[src/rtl/seq_mult_bcd_pkg.sv]
// Shared types, constants and sizing helpers for the sequential multiply-to-BCD block.
package seq_mult_bcd_pkg;

   typedef enum logic [1:0] {
      IDLE = 2'd0,
      MULT = 2'd1,
      CONV = 2'd2,
      DONE = 2'd3
   } state_e;

   localparam int BCD_W = 4;

   // Signed magnitudes top out at 2^(2N-2), so one bit fewer than unsigned is enough.
   function automatic int prod_width(input int n, input int signed_op);
      if (signed_op != 32'sd0) begin
         return (32'sd2 * n) - 32'sd1;
      end else begin
         return 32'sd2 * n;
      end
   endfunction

   function automatic int min_digits(input int n, input int signed_op);
      longint unsigned max_v;
      int              d;
      if (signed_op != 32'sd0) begin
         max_v = 64'd1 << ((32'sd2 * n) - 32'sd2);
      end else begin
         max_v = ((64'd1 << n) - 64'd1) * ((64'd1 << n) - 64'd1);
      end
      d = 32'sd0;
      while (max_v != 64'd0) begin
         d     = d + 32'sd1;
         max_v = max_v / 64'd10;
      end
      return d;
   endfunction

endpackage

[src/rtl/seq_mult_bcd_if.sv]
// Request/result bundle between a requester and seq_mult_bcd.
interface seq_mult_bcd_if
   import seq_mult_bcd_pkg::*;
#(
   parameter int N      = 8,
   parameter int DIGITS = 5
) ();

   logic                      start;
   logic [N-1:0]              multiplier;
   logic [N-1:0]              multiplicand;
   logic                      busy;
   logic                      done;
   logic                      sign;
   logic                      zflag;
   logic [BCD_W*DIGITS-1:0]   bcd;

   modport master (
      output start, multiplier, multiplicand,
      input  busy, done, sign, zflag, bcd
   );

   modport slave (
      input  start, multiplier, multiplicand,
      output busy, done, sign, zflag, bcd
   );

endinterface

[src/rtl/seq_bin2bcd.sv]
// Sequential double-dabble converter: load a P-bit value, then P step pulses leave its BCD digits on bcd.
module seq_bin2bcd
   import seq_mult_bcd_pkg::*;
#(
   parameter int P      = 15,
   parameter int DIGITS = 5
) (
   input  logic                    clk,
   input  logic                    rst_n,
   input  logic                    load,
   input  logic [P-1:0]            bin,
   input  logic                    step,
   output logic [BCD_W*DIGITS-1:0] bcd
);

   localparam int BW = BCD_W * DIGITS;

   logic [P-1:0]  bin_r;
   logic [BW-1:0] bcd_r;
   logic [BW-1:0] adj_s;

   // Add-3 correction on every digit that would overflow past 9 after the next doubling.
   always_comb begin
      adj_s = bcd_r;
      for (int i = 0; i < DIGITS; i++) begin
         if (bcd_r[i*BCD_W +: BCD_W] >= 4'd5) begin
            adj_s[i*BCD_W +: BCD_W] = bcd_r[i*BCD_W +: BCD_W] + 4'd3;
         end else begin
            adj_s[i*BCD_W +: BCD_W] = bcd_r[i*BCD_W +: BCD_W];
         end
      end
   end

   // Shift register: binary bits enter the BCD field MSB first.
   always_ff @(posedge clk or negedge rst_n) begin
      if (!rst_n) begin
         bin_r <= '0;
         bcd_r <= '0;
      end else if (load) begin
         bin_r <= bin;
         bcd_r <= '0;
      end else if (step) begin
         {bcd_r, bin_r} <= {adj_s[BW-2:0], bin_r, 1'b0};
      end
   end

   assign bcd = bcd_r;

endmodule

[src/rtl/seq_mult_bcd.sv]
// Sequential shift-add multiplier whose magnitude is converted to packed BCD, with sign and zero flags.
module seq_mult_bcd
   import seq_mult_bcd_pkg::*;
#(
   parameter int N      = 8,
   parameter int SIGNED = 1,
   parameter int DIGITS = 5
) (
   input  logic          clock,
   input  logic          reset_n,
   seq_mult_bcd_if.slave bus
);

   localparam int            P         = prod_width(N, SIGNED);
   localparam int            BW        = BCD_W * DIGITS;
   localparam int            CW        = $clog2(P + 1);
   localparam bit            IS_SIGNED = (SIGNED != 0);
   localparam logic [N-1:0]  ONE_N     = {{(N-1){1'b0}}, 1'b1};
   localparam logic [CW-1:0] CNT_ONE   = {{(CW-1){1'b0}}, 1'b1};
   localparam logic [CW-1:0] MULT_LAST = CW'(N - 1);
   localparam logic [CW-1:0] CONV_LAST = CW'(P - 1);

   if (N < 2) begin : g_n_check
      $error("seq_mult_bcd: N must be at least 2");
   end
   if (DIGITS < min_digits(N, SIGNED)) begin : g_digits_check
      $error("seq_mult_bcd: DIGITS too small for the largest product magnitude");
   end

   state_e        state_r, state_s;
   logic [CW-1:0] cnt_r;
   logic [N-1:0]  mplier_r;
   logic [P-1:0]  mcand_r;
   logic [P-1:0]  acc_r;
   logic          neg_r;
   logic [N-1:0]  abs_a_s, abs_b_s;
   logic          neg_s;
   logic [P-1:0]  acc_add_s;
   logic          accept_s, mult_step_s, conv_load_s, conv_step_s, finish_s;
   logic [BW-1:0] conv_bcd_s;
   logic          busy_r, done_r, sign_r, zflag_r;
   logic [BW-1:0] bcd_r;

   // Operand magnitudes and product sign as seen at the accepting edge.
   always_comb begin
      abs_a_s = bus.multiplier;
      abs_b_s = bus.multiplicand;
      neg_s   = 1'b0;
      if (IS_SIGNED) begin
         if (bus.multiplier[N-1]) begin
            abs_a_s = ~bus.multiplier + ONE_N;
         end else begin
            abs_a_s = bus.multiplier;
         end
         if (bus.multiplicand[N-1]) begin
            abs_b_s = ~bus.multiplicand + ONE_N;
         end else begin
            abs_b_s = bus.multiplicand;
         end
         neg_s = bus.multiplier[N-1] ^ bus.multiplicand[N-1];
      end else begin
         neg_s = 1'b0;
      end
   end

   assign acc_add_s = mplier_r[0] ? (acc_r + mcand_r) : acc_r;

   // State register.
   always_ff @(posedge clock or negedge reset_n) begin
      if (!reset_n) begin
         state_r <= IDLE;
      end else begin
         state_r <= state_s;
      end
   end

   // Next state and per-phase strobes; DONE lasts one cycle so results land after edge N+P+1.
   always_comb begin
      state_s     = state_r;
      accept_s    = 1'b0;
      mult_step_s = 1'b0;
      conv_load_s = 1'b0;
      conv_step_s = 1'b0;
      finish_s    = 1'b0;
      case (state_r)
         IDLE: begin
            if (bus.start) begin
               accept_s = 1'b1;
               state_s  = MULT;
            end else begin
               state_s  = IDLE;
            end
         end
         MULT: begin
            mult_step_s = 1'b1;
            if (cnt_r == MULT_LAST) begin
               conv_load_s = 1'b1;
               state_s     = CONV;
            end else begin
               state_s     = MULT;
            end
         end
         CONV: begin
            conv_step_s = 1'b1;
            if (cnt_r == CONV_LAST) begin
               state_s = DONE;
            end else begin
               state_s = CONV;
            end
         end
         DONE: begin
            finish_s = 1'b1;
            state_s  = IDLE;
         end
         default: begin
            state_s = IDLE;
         end
      endcase
   end

   // Operand shifters, accumulator and phase counter.
   always_ff @(posedge clock or negedge reset_n) begin
      if (!reset_n) begin
         cnt_r    <= '0;
         mplier_r <= '0;
         mcand_r  <= '0;
         acc_r    <= '0;
         neg_r    <= 1'b0;
      end else if (accept_s) begin
         cnt_r    <= '0;
         mplier_r <= abs_a_s;
         mcand_r  <= {{(P-N){1'b0}}, abs_b_s};
         acc_r    <= '0;
         neg_r    <= neg_s;
      end else if (mult_step_s) begin
         cnt_r    <= conv_load_s ? '0 : (cnt_r + CNT_ONE);
         acc_r    <= acc_add_s;
         mplier_r <= mplier_r >> 1'b1;
         mcand_r  <= mcand_r << 1'b1;
      end else if (conv_step_s) begin
         cnt_r    <= cnt_r + CNT_ONE;
      end
   end

   // The last multiply step feeds the converter directly so no cycle is spent reloading.
   seq_bin2bcd #(
      .P      (P),
      .DIGITS (DIGITS)
   ) u_bin2bcd (
      .clk   (clock),
      .rst_n (reset_n),
      .load  (conv_load_s),
      .bin   (acc_add_s),
      .step  (conv_step_s),
      .bcd   (conv_bcd_s)
   );

   // Result registers hold their value until the next completion.
   always_ff @(posedge clock or negedge reset_n) begin
      if (!reset_n) begin
         busy_r  <= 1'b0;
         done_r  <= 1'b0;
         sign_r  <= 1'b0;
         zflag_r <= 1'b0;
         bcd_r   <= '0;
      end else begin
         done_r <= finish_s;
         if (accept_s) begin
            busy_r <= 1'b1;
         end else if (finish_s) begin
            busy_r  <= 1'b0;
            bcd_r   <= conv_bcd_s;
            zflag_r <= (acc_r == '0);
            sign_r  <= neg_r & (acc_r != '0);
         end
      end
   end

   assign bus.busy  = busy_r;
   assign bus.done  = done_r;
   assign bus.sign  = sign_r;
   assign bus.zflag = zflag_r;
   assign bus.bcd   = bcd_r;

endmodule

[src/flat_wrapper.sv]
// flat-port wrapper written by rule: the top's interface ports become plain ports
module seq_mult_bcd_flat import seq_mult_bcd_pkg::*;
#(
   parameter int N      = 8,
   parameter int SIGNED = 1,
   parameter int DIGITS = 5
)
  (clock, reset_n, bus_start, bus_multiplier, bus_multiplicand, bus_busy, bus_done, bus_sign, bus_zflag, bus_bcd);
  seq_mult_bcd_if #(.N(N), .DIGITS(DIGITS)) bus_i ();
  input  logic clock;
  input  logic reset_n;
  input wire logic [$bits(bus_i.start)-1:0] bus_start;
  input wire logic [$bits(bus_i.multiplier)-1:0] bus_multiplier;
  input wire logic [$bits(bus_i.multiplicand)-1:0] bus_multiplicand;
  output wire logic [$bits(bus_i.busy)-1:0] bus_busy;
  output wire logic [$bits(bus_i.done)-1:0] bus_done;
  output wire logic [$bits(bus_i.sign)-1:0] bus_sign;
  output wire logic [$bits(bus_i.zflag)-1:0] bus_zflag;
  output wire logic [$bits(bus_i.bcd)-1:0] bus_bcd;
  assign bus_i.start = bus_start;
  assign bus_i.multiplier = bus_multiplier;
  assign bus_i.multiplicand = bus_multiplicand;
  assign bus_busy = bus_i.busy;
  assign bus_done = bus_i.done;
  assign bus_sign = bus_i.sign;
  assign bus_zflag = bus_i.zflag;
  assign bus_bcd = bus_i.bcd;
  seq_mult_bcd #(.N(N), .SIGNED(SIGNED), .DIGITS(DIGITS)) u_core (.clock(clock), .reset_n(reset_n), .bus(bus_i));
endmodule
[config.mk]
export PLATFORM = sky130hd
export DESIGN_NAME = seq_mult_bcd_flat
export DESIGN_NICKNAME = d
export VERILOG_FILES = /design/src/rtl/seq_mult_bcd_pkg.sv /design/src/rtl/seq_mult_bcd_if.sv /design/src/rtl/seq_bin2bcd.sv /design/src/rtl/seq_mult_bcd.sv /design/src/flat_wrapper.sv
export SDC_FILE = /design/constraint.sdc
export NUM_CORES = 1
export LEC_CHECK = 0
export ABC_CLOCK_PERIOD_IN_PS = 2600
export CORE_MARGIN = 5
export CORE_UTILIZATION = 42
export CTS_BUF_LIST = sky130_fd_sc_hd__clkbuf_8
export DETAILED_ROUTE_END_ITERATION = 8
export PLACE_DENSITY = 0.7
export SETUP_SLACK_MARGIN = 0.3
export SYNTH_ARGS = -nofsm -noshare
export SYNTH_HDL_FRONTEND = slang
export SYNTH_SLANG_ARGS = --single-unit
[constraint.sdc]
create_clock -name clock -period 2.6 [get_ports clock]
set_input_delay 0.52 -clock clock [delete_from_list [all_inputs] [get_ports clock]]
set_output_delay 0.52 -clock clock [all_outputs]
set_load 0.02 [all_outputs]
==> summary.txt, run 1 <==
Outcome
  • Status: complete, no violations

Placement
  • Pre-CTS setup slack: between 100 and 150 ps
  • Post-DP HPWL: slightly above 9000 um
  • GPL Wtd Cong: between 0.9 and 1
  • Port bufs: 42

Synth
  • Sequential share of the synthesized area: 44.4%
  • Syn. warnings: 0
  • FF+latch count, synth: between 100 and 150
  • Synth async-reset ratio: 100%
  • Syn nets: around 700
  • Top FF cell, synth: dfrtp_1
  • Cell count after synthesis: roughly 640
  • Synthesized area: between 5000 and 6000 sq um
  • Post-Syn Area per Cell: 9.22 sq um
  • Number of synthesized flops with an enable pin: 0
  • Yosys cell types: 49

Die
  • # IOs: 43
  • Initial Utilization: between 40% and 50%
  • Die H: between 100 and 150 um
  • Die area: 16400 sq um
  • Rows: 43
  • Die W: 128 um
  • Placeable core area: 13800 sq um

STA
  • Unrepaired setup endpoints after global routing: yes
  • Total negative slack: 0 ps
  • Slew headroom: 53.4%
  • Final setup viols: 0
  • Final period utilization: just under 90%
  • Fmax achieved: 440 MHz
  • Max-slew violations: 0
  • Tmin final: 2270 ps
  • Worst Max-Slew Pin Slew: between 600 and 700 ps
  • Worst Skew: ~15 ps
  • Fin. Hold Viols: 0
  • Worst setup margin: ~330 ps

Setup path
  • CP Launch Type: flop
  • Critical Path Fanout Max: 4
  • Arrival @ worst endpoint: 2570 ps
  • Setup CP Type: reg2reg
  • Slowest stage delay, CP: between 400 and 500 ps
  • Reg2reg start: u_core.acc_r[0]
  • Worst-case reg-to-reg path depth: 8
  • CP Capture Type: flop
  • Worst path cell trace: ha_2 -> fa_2 -> a21oi_4 -> o211ai_2 -> a211oi_2 -> nor3b_2 -> or4_1 -> a31oi_1
  • Worst endpoint required time: 2900 ps
  • R2R setup slack: roughly 330 ps
  • Worst reg2reg endpoint: u_core.u_bin2bcd.bin_r[14]
  • Slowest CP cell: or4_1

Clock tree
  • # hold bufs at CTS: 0
  • Clock latency on the worst-skew pair: between 300 and 400 ps
  • CTS clk-pin slew, worst paths: ~100 ps
  • Max clock buf depth: 2
  • CTS root buf: clkbuf_8
  • H-Tree Depth: 3
  • Clock sinks: ~100
  • CTS Buf Count: 9
  • CTS tree: done

Pwr
  • Net Sw Power: around 1.7 mW
  • Seq pwr share: 44.8%
  • Leak: roughly 3.1 nW
  • Net Sw Frac: a little over a third
  • Worst VDD drop: a little over 0.4 mV
  • Combinational Power Share: 32.7%
  • Clock Power Share: roughly 23%
  • Total power: around 4.7 mW
  • Int Pwr: between 2 and 3 mW
  • Areal power density over the cells: 688 nW/um^2

Drt
  • Routed len/inst: between 10 and 15 um
  • Final ANT Viol Nets: 0
  • Initial DRC count: between 200 and 300
  • Routed wire length: between 10000 and 15000 um
  • Total number of vias: 4552
  • Via density: roughly 5.3
  • DRC: 0
  • TritonRoute pass-1 iters: 4

Global routing
  • Vias in the first global route: around 4500
  • GRT overflow: 0
  • Busiest layer in global routing: met2
  • Met1 Use GR: a little over a fifth
  • Initial antenna violation count: 0
  • Met3 usage: approximately 3.7%
  • First-pass GRT wire length: between 20000 and 25000 um
  • GR Util met2: between 20% and 30%
  • GRT Util Overall: around 16%
  • Largest net degree at the start of global routing: 55

Final layout
  • Filler instances: roughly 1300
  • Nets: between 700 and 800
  • Diodes inserted: 0
  • Fraction of layout cells with a size suffix above 1: 8.66%
  • Synth-to-layout area growth: 16.6%

Job
  • Max-Cap Viols: 0

Hold path
  • Worst Hold Class: in2async
[cell usage in the layout, fill, tap and decap left out, drive strengths merged, types with 2 or more instances in the layout]
| master | count |
|---|---|
| nand2 | 111 |
| clkbuf | 9 |
| nand4 | 3 |
| nor3b | 6 |
| nand3 | 11 |
| dfrtp | 104 |
| o21ai | 59 |
| or3 | 4 |
| ha | 33 |
| a211oi | 15 |
| buf | 20 |
| or4 | 2 |
| nor4 | 5 |
| a31oi | 5 |
| a21o | 3 |
| inv | 26 |
| xor2 | 4 |
| and3 | 2 |
| nand2b | 9 |
| o31ai | 12 |
| nand3b | 3 |
| o211a | 3 |
| clkdlybuf4s50 | 41 |
| nor3 | 6 |
| a22oi | 2 |
| and2 | 4 |
| xnor2 | 22 |
| mux2i | 50 |
| nor2 | 41 |
| a21oi | 45 |
| nor2b | 6 |
[cell type report]
type | count | area, sq um | share of cell area, %
multi-input combinational | 478 | 3140 | 45.9
sequential | 104 | 2600 | 38.1
timing repair buffer | 61 | 586 | 8.57
tap | 180 | 225 | 3.29
clock buffer | 9 | 124 | 1.81
inverter | 22 | 82.6 | 1.21
clock inverter | 7 | 78.8 | 1.15
[worst max-delay path by stage]
stage                     slack [ps]                          to               from
after floorplan                  300            u_core.acc_r[14]    u_core.acc_r[0]
after global placement           180            u_core.acc_r[14]    u_core.acc_r[0]
after detailed placement         120            u_core.acc_r[14]    u_core.acc_r[0]
after CTS                        220  u_core.u_bin2bcd.bin_r[14]  u_core.mcand_r[0]
after global routing             240  u_core.u_bin2bcd.bin_r[14]    u_core.acc_r[0]
final                            330  u_core.u_bin2bcd.bin_r[14]    u_core.acc_r[0]
[power by group through the flow]
stage / combinational [mW] / sequential [mW] / clock, mW
final: 1.54 / 2.11 / 1.06
after global routing: 1.74 / 2.15 / 1.15
after CTS: 1.51 / 2.10 / 1.09
after detailed placement: 1.47 / 2.13 / 0
after global placement: 1.43 / 2.12 / 0
after floorplan: 1.09 / 2.07 / 0
[Yosys cell counts, types with 2 or more instances]
master / instances / share of area [%]
a211oi_1: 14 / 1.8
a21o_1: 3 / 0.38
a21oi_1: 44 / 3.8
a22oi_1: 2 / 0.26
a31oi_1: 5 / 0.53
and2_1: 4 / 0.43
buf_1: 7 / 0.45
buf_2: 5 / 0.43
clkbuf_1: 19 / 1.2
dfrtp_1: 104 / 44
ha_1: 33 / 7.0
inv_1: 22 / 1.4
mux2i_1: 50 / 8.5
nand2_1: 111 / 7.1
nand2b_1: 9 / 0.96
nand3_1: 11 / 0.94
nand3b_1: 3 / 0.38
nand4_1: 3 / 0.32
nor2_1: 41 / 2.6
nor2b_1: 6 / 0.64
nor3_1: 6 / 0.51
nor3b_1: 6 / 0.77
nor4_1: 5 / 0.53
o211a_1: 3 / 0.51
o21ai_0: 57 / 4.9
o21ai_1: 2 / 0.17
o31ai_1: 12 / 1.5
or3_1: 3 / 0.32
or4_1: 2 / 0.26
xnor2_1: 22 / 3.3
xor2_1: 4 / 0.60
[per-layer routing]
metal / wire, um / part of all wire (%)
met5: 0 / 0
met4: 117 / 0.94
met1: 5850 / 47
met3: 553 / 4.4
met2: 5990 / 48
[cell families after synthesis]
group,synth area share [%]
adder cells (fa/ha/maj),7.38
AO/OA/AOI/OAI,15.4
AND/OR/NAND/NOR,16.6
XOR/XNOR,3.88
multiplexers,8.72
flip-flops,44.4
buffers and inverters,3.69
[critical path, delay by kind of cell (launching register included)]
kind                     cells  cell delay, ps
AO/OA/AOI/OAI                4             720
flip-flops                   1             400
adder cells (fa/ha/maj)      2             570
AND/OR/NAND/NOR              2             510
[metrics by stage]
step / hold WS, ps / util (%) / instance area, sq um / std cells
global placement: 457 / 47.4 / 6520 / 841
global route: 226 / 49.6 / 6840 / 861
finish: 183 / 49.6 / 6840 / 861
CTS: 189 / 49.2 / 6780 / 861
floorplan: 224 / - / 5870 / 636
detailed placement: 462 / 47.4 / 6520 / 841
[state kept, by name, summed over array words and instances, names as in the netlist, named ones only]
signal	flops
u_core.bus.bcd	20
u_core.u_bin2bcd.bcd	20
u_core.acc_r	15
u_core.mcand_r	15
u_core.u_bin2bcd.bin_r	15
u_core.mplier_r	8
u_core.cnt_r	4
u_core.bus.busy	1
u_core.bus.done	1
u_core.bus.sign	1
u_core.bus.zflag	1
u_core.neg_r	1
u_core.state_r	1
[repair_timing]
item,CTS,global route
pin swaps,10,8
setup buffers,4,0
resized for setup,5,9
setup endpoints to repair,3,10
Power figures use the tool's default switching activity.
==> run 2, diff against run 1 <==
--- a/config.mk
+++ b/config.mk
@@ -11,6 +11,7 @@
 export CTS_BUF_LIST = sky130_fd_sc_hd__clkbuf_8
 export DETAILED_ROUTE_END_ITERATION = 8
 export PLACE_DENSITY = 0.7
+export REMOVE_ABC_BUFFERS = 1
 export SETUP_SLACK_MARGIN = 0.3
 export SYNTH_ARGS = -nofsm -noshare
 export SYNTH_HDL_FRONTEND = slang
==> constraint.sdc (replaced) <==
create_clock -name clock -period 2.6 [get_ports clock]
set_input_delay 0.52 -clock clock [delete_from_list [all_inputs] [get_ports clock]]
set_output_delay 0.52 -clock clock [all_outputs]
set_load 0.05 [all_outputs]
==> run 2 against run 1 <==
  * Global-route usage fell by 0.056 points
  * Fmax fell by 0.47%
  * Non-clock buffer count rose by 11
  * Combinational power is 9.7% higher
  * First-iteration DRC count grew 45%
  * Flip-flop and latch count did not move
==> summary.txt, run 2 (same netlist as run 1, synthesis figures left out) <==
Outcome
  • Status: complete, no violations (unchanged)

Global routing
  • First-pass GRT wire length: 21800 um (was 21400 um)
  • GRT overflow: 0 (unchanged)
  • GRT Util Overall: 15.9% (was 16.0%)
  • Initial antenna violation count: 0 (unchanged)
  • Vias in the first global route: 4651 (was 4520)
  • Largest net degree at the start of global routing: 47 (was 55)

Drt
  • Final ANT Viol Nets: 0 (unchanged)
  • TritonRoute pass-1 iters: 5 (was 4)
  • Initial DRC count: 417 (was 287)
  • Routed len/inst: 14.7 um (was 14.5 um)
  • DRC: 0 (unchanged)
  • Routed wire length: 12800 um (was 12500 um)
  • Total number of vias: 4709 (was 4552)
  • Via density: 5.41 (was 5.29)

Final layout
  • Filler instances: 1272 (was 1306)
  • Register area: 2610 sq um (was 2600 sq um)
  • Area of the multi-input gates: 3170 sq um (was 3140 sq um)
  • Nets: 740 (was 729)
  • Layout Cells excl Fill: 870 (was 861)
  • Most frequent cells in the layout: nand2_1, dfrtp_1, o21ai_0, mux2i_1 (unchanged)
  • Synth-to-layout area growth: 18.1% (was 16.6%)
  • Fraction of layout cells with a size suffix above 1: 11.0% (was 8.66%)
  • Diodes inserted: 0 (unchanged)
  • Most common cell after layout, fill and taps aside: nand2_1 (unchanged)
  • Post-Layout Inst Area: 6930 sq um (was 6840 sq um)
  • Post-layout util: 50.3% (was 49.6%)

Setup path
  • Reg2reg start: u_core.mcand_r[0] (was u_core.acc_r[0])
  • Worst reg2reg endpoint: u_core.acc_r[14] (was u_core.u_bin2bcd.bin_r[14])
  • R2R setup slack: 320 ps (was 330 ps)
  • Critical Path Fanout Max: 3 (was 4)
  • CP Launch Type: flop (unchanged)
  • Worst-case reg-to-reg path depth: 8 (unchanged)
  • CP Capture Type: flop (unchanged)
  • Setup CP Type: reg2reg (unchanged)
  • Arrival @ worst endpoint: 2570 ps (about the same)
  • Worst endpoint required time: 2880 ps (was 2900 ps)

STA
  • Fin. Hold Viols: 0 (unchanged)
  • Max-slew violations: 0 (unchanged)
  • Worst Skew: 14.5 ps (was 15.5 ps)
  • Tmin final: 2280 ps (was 2270 ps)
  • Slew headroom: 66.1% (was 53.4%)
  • Fmax achieved: 438 MHz (was 440 MHz)
  • Unrepaired setup endpoints after global routing: yes (unchanged)
  • Total negative slack: 0 ps (unchanged)
  • Final period utilization: 87.8% (was 87.4%)
  • Worst setup margin: 317 ps (was 328 ps)
  • Worst Max-Slew Pin Slew: 503 ps (was 699 ps)
  • Final setup viols: 0 (unchanged)
  • Worst hold slack: 30.2 ps (was 183 ps)

Clock tree
  • Clock latency on the worst-skew pair: 370 ps (was 390 ps)
  • CTS root buf: clkbuf_8 (unchanged)
  • CTS Buf Count: 9 (unchanged)
  • Max clock buf depth: 2 (unchanged)
  • CTS tree: done (unchanged)
  • H-Tree Depth: 3 (unchanged)
  • CTS clk-pin slew, worst paths: 110 ps (was 100 ps)
  • # hold bufs at CTS: 0 (unchanged)
  • Clock sinks: 104 (unchanged)

Pwr
  • Worst VDD drop: 0.314 mV (was 0.413 mV)
  • Net Sw Power: 1.76 mW (was 1.71 mW)
  • Net Sw Frac: 37.2% (was 36.3%)
  • Clock Power Share: 19.2% (was 22.5%)
  • Int Pwr: 2.97 mW (was 3.00 mW)
  • Areal power density over the cells: 682 nW/um^2 (was 688 nW/um^2)
  • Seq pwr share: 45.1% (was 44.8%)
  • Combinational Power Share: 35.7% (was 32.7%)
  • Total power: 4.73 mW (was 4.71 mW)
  • Leak: 3.09 nW (was 3.08 nW)

Die
  • Die W: 128 um (unchanged)
  • Rows: 43 (unchanged)
  • Initial Utilization: 42.6% (unchanged)
  • # IOs: 43 (unchanged)
  • Die area: 16400 sq um (unchanged)
  • Placeable core area: 13800 sq um (unchanged)
  • Die H: 128 um (unchanged)

Placement
  • Port bufs: 42 (unchanged)
  • Post-DP HPWL: 8960 um (was 9130 um)
  • GPL Wtd Cong: 0.910 (was 0.900)
  • Pre-CTS setup slack: 57.3 ps (was 120 ps)
  • Area after DPL: 6560 sq um (was 6520 sq um)
  • Placed cell count: 844 (was 841)

Job
  • Max-Cap Viols: 0 (unchanged)

Hold path
  • Worst Hold Class: in2async (unchanged)
[run 2: worst max path at each step]
stage	slack, ps	end	startpoint	cells after the start
after floorplan	-1710	u_core.u_bin2bcd.bin_r[8]	flop	6
after global placement	80	u_core.acc_r[14]	u_core.acc_r[0]	8
after detailed placement	60	u_core.acc_r[14]	u_core.acc_r[0]	8
after CTS	300	u_core.acc_r[14]	u_core.mcand_r[0]	8
after global routing	200	u_core.u_bin2bcd.bin_r[14]	u_core.mcand_r[0]	8
final	320	u_core.acc_r[14]	u_core.mcand_r[0]	8
[run 2: layout make-up]
type | count | share of cell area, %
clock buffer | 9 | 1.79
multi-input combinational | 478 | 45.7
sequential | 104 | 37.6
tap | 180 | 3.25
inverter | 22 | 1.19
timing repair buffer | 72 | 9.83
clock inverter | 5 | 0.614
[run 2: power groups by stage]
stage / logic, mW / registers (mW) / clock network (mW)
after floorplan: 1.03 / 2.12 / 0
after global placement: 1.42 / 2.12 / 0
after detailed placement: 1.48 / 2.14 / 0
after CTS: 1.55 / 2.12 / 0.937
after global routing: 1.86 / 2.17 / 1.00
final: 1.69 / 2.13 / 0.907
[run 2: per-layer routing]
metal	wire (um)	up-vias	GRT usage (%)
li1	-	2316	-
met1	5890	2269	20.6
met2	6240	114	27.2
met3	539	10	2.88
met4	116	0	4.87
met5	0	-	0
[run 2: critical path, cell delays in order, from the launching register on]
cell and delay, ps:
dfrtp_1 400, ha_2 210, fa_2 400, a21oi_4 160, o211ai_2 120, a211oi_2 270, nor3b_2 90, or4_1 410
a21oi_1 140
[run 2: what timing repair did]
action | 4_1_cts | 5_1_grt
buffers inserted | 6 | 6
endpoints found under the setup margin | 6 | 9
resized for setup | 9 | 16
pin swaps | 10 | 3
hold endpoints to repair | 0 | 0
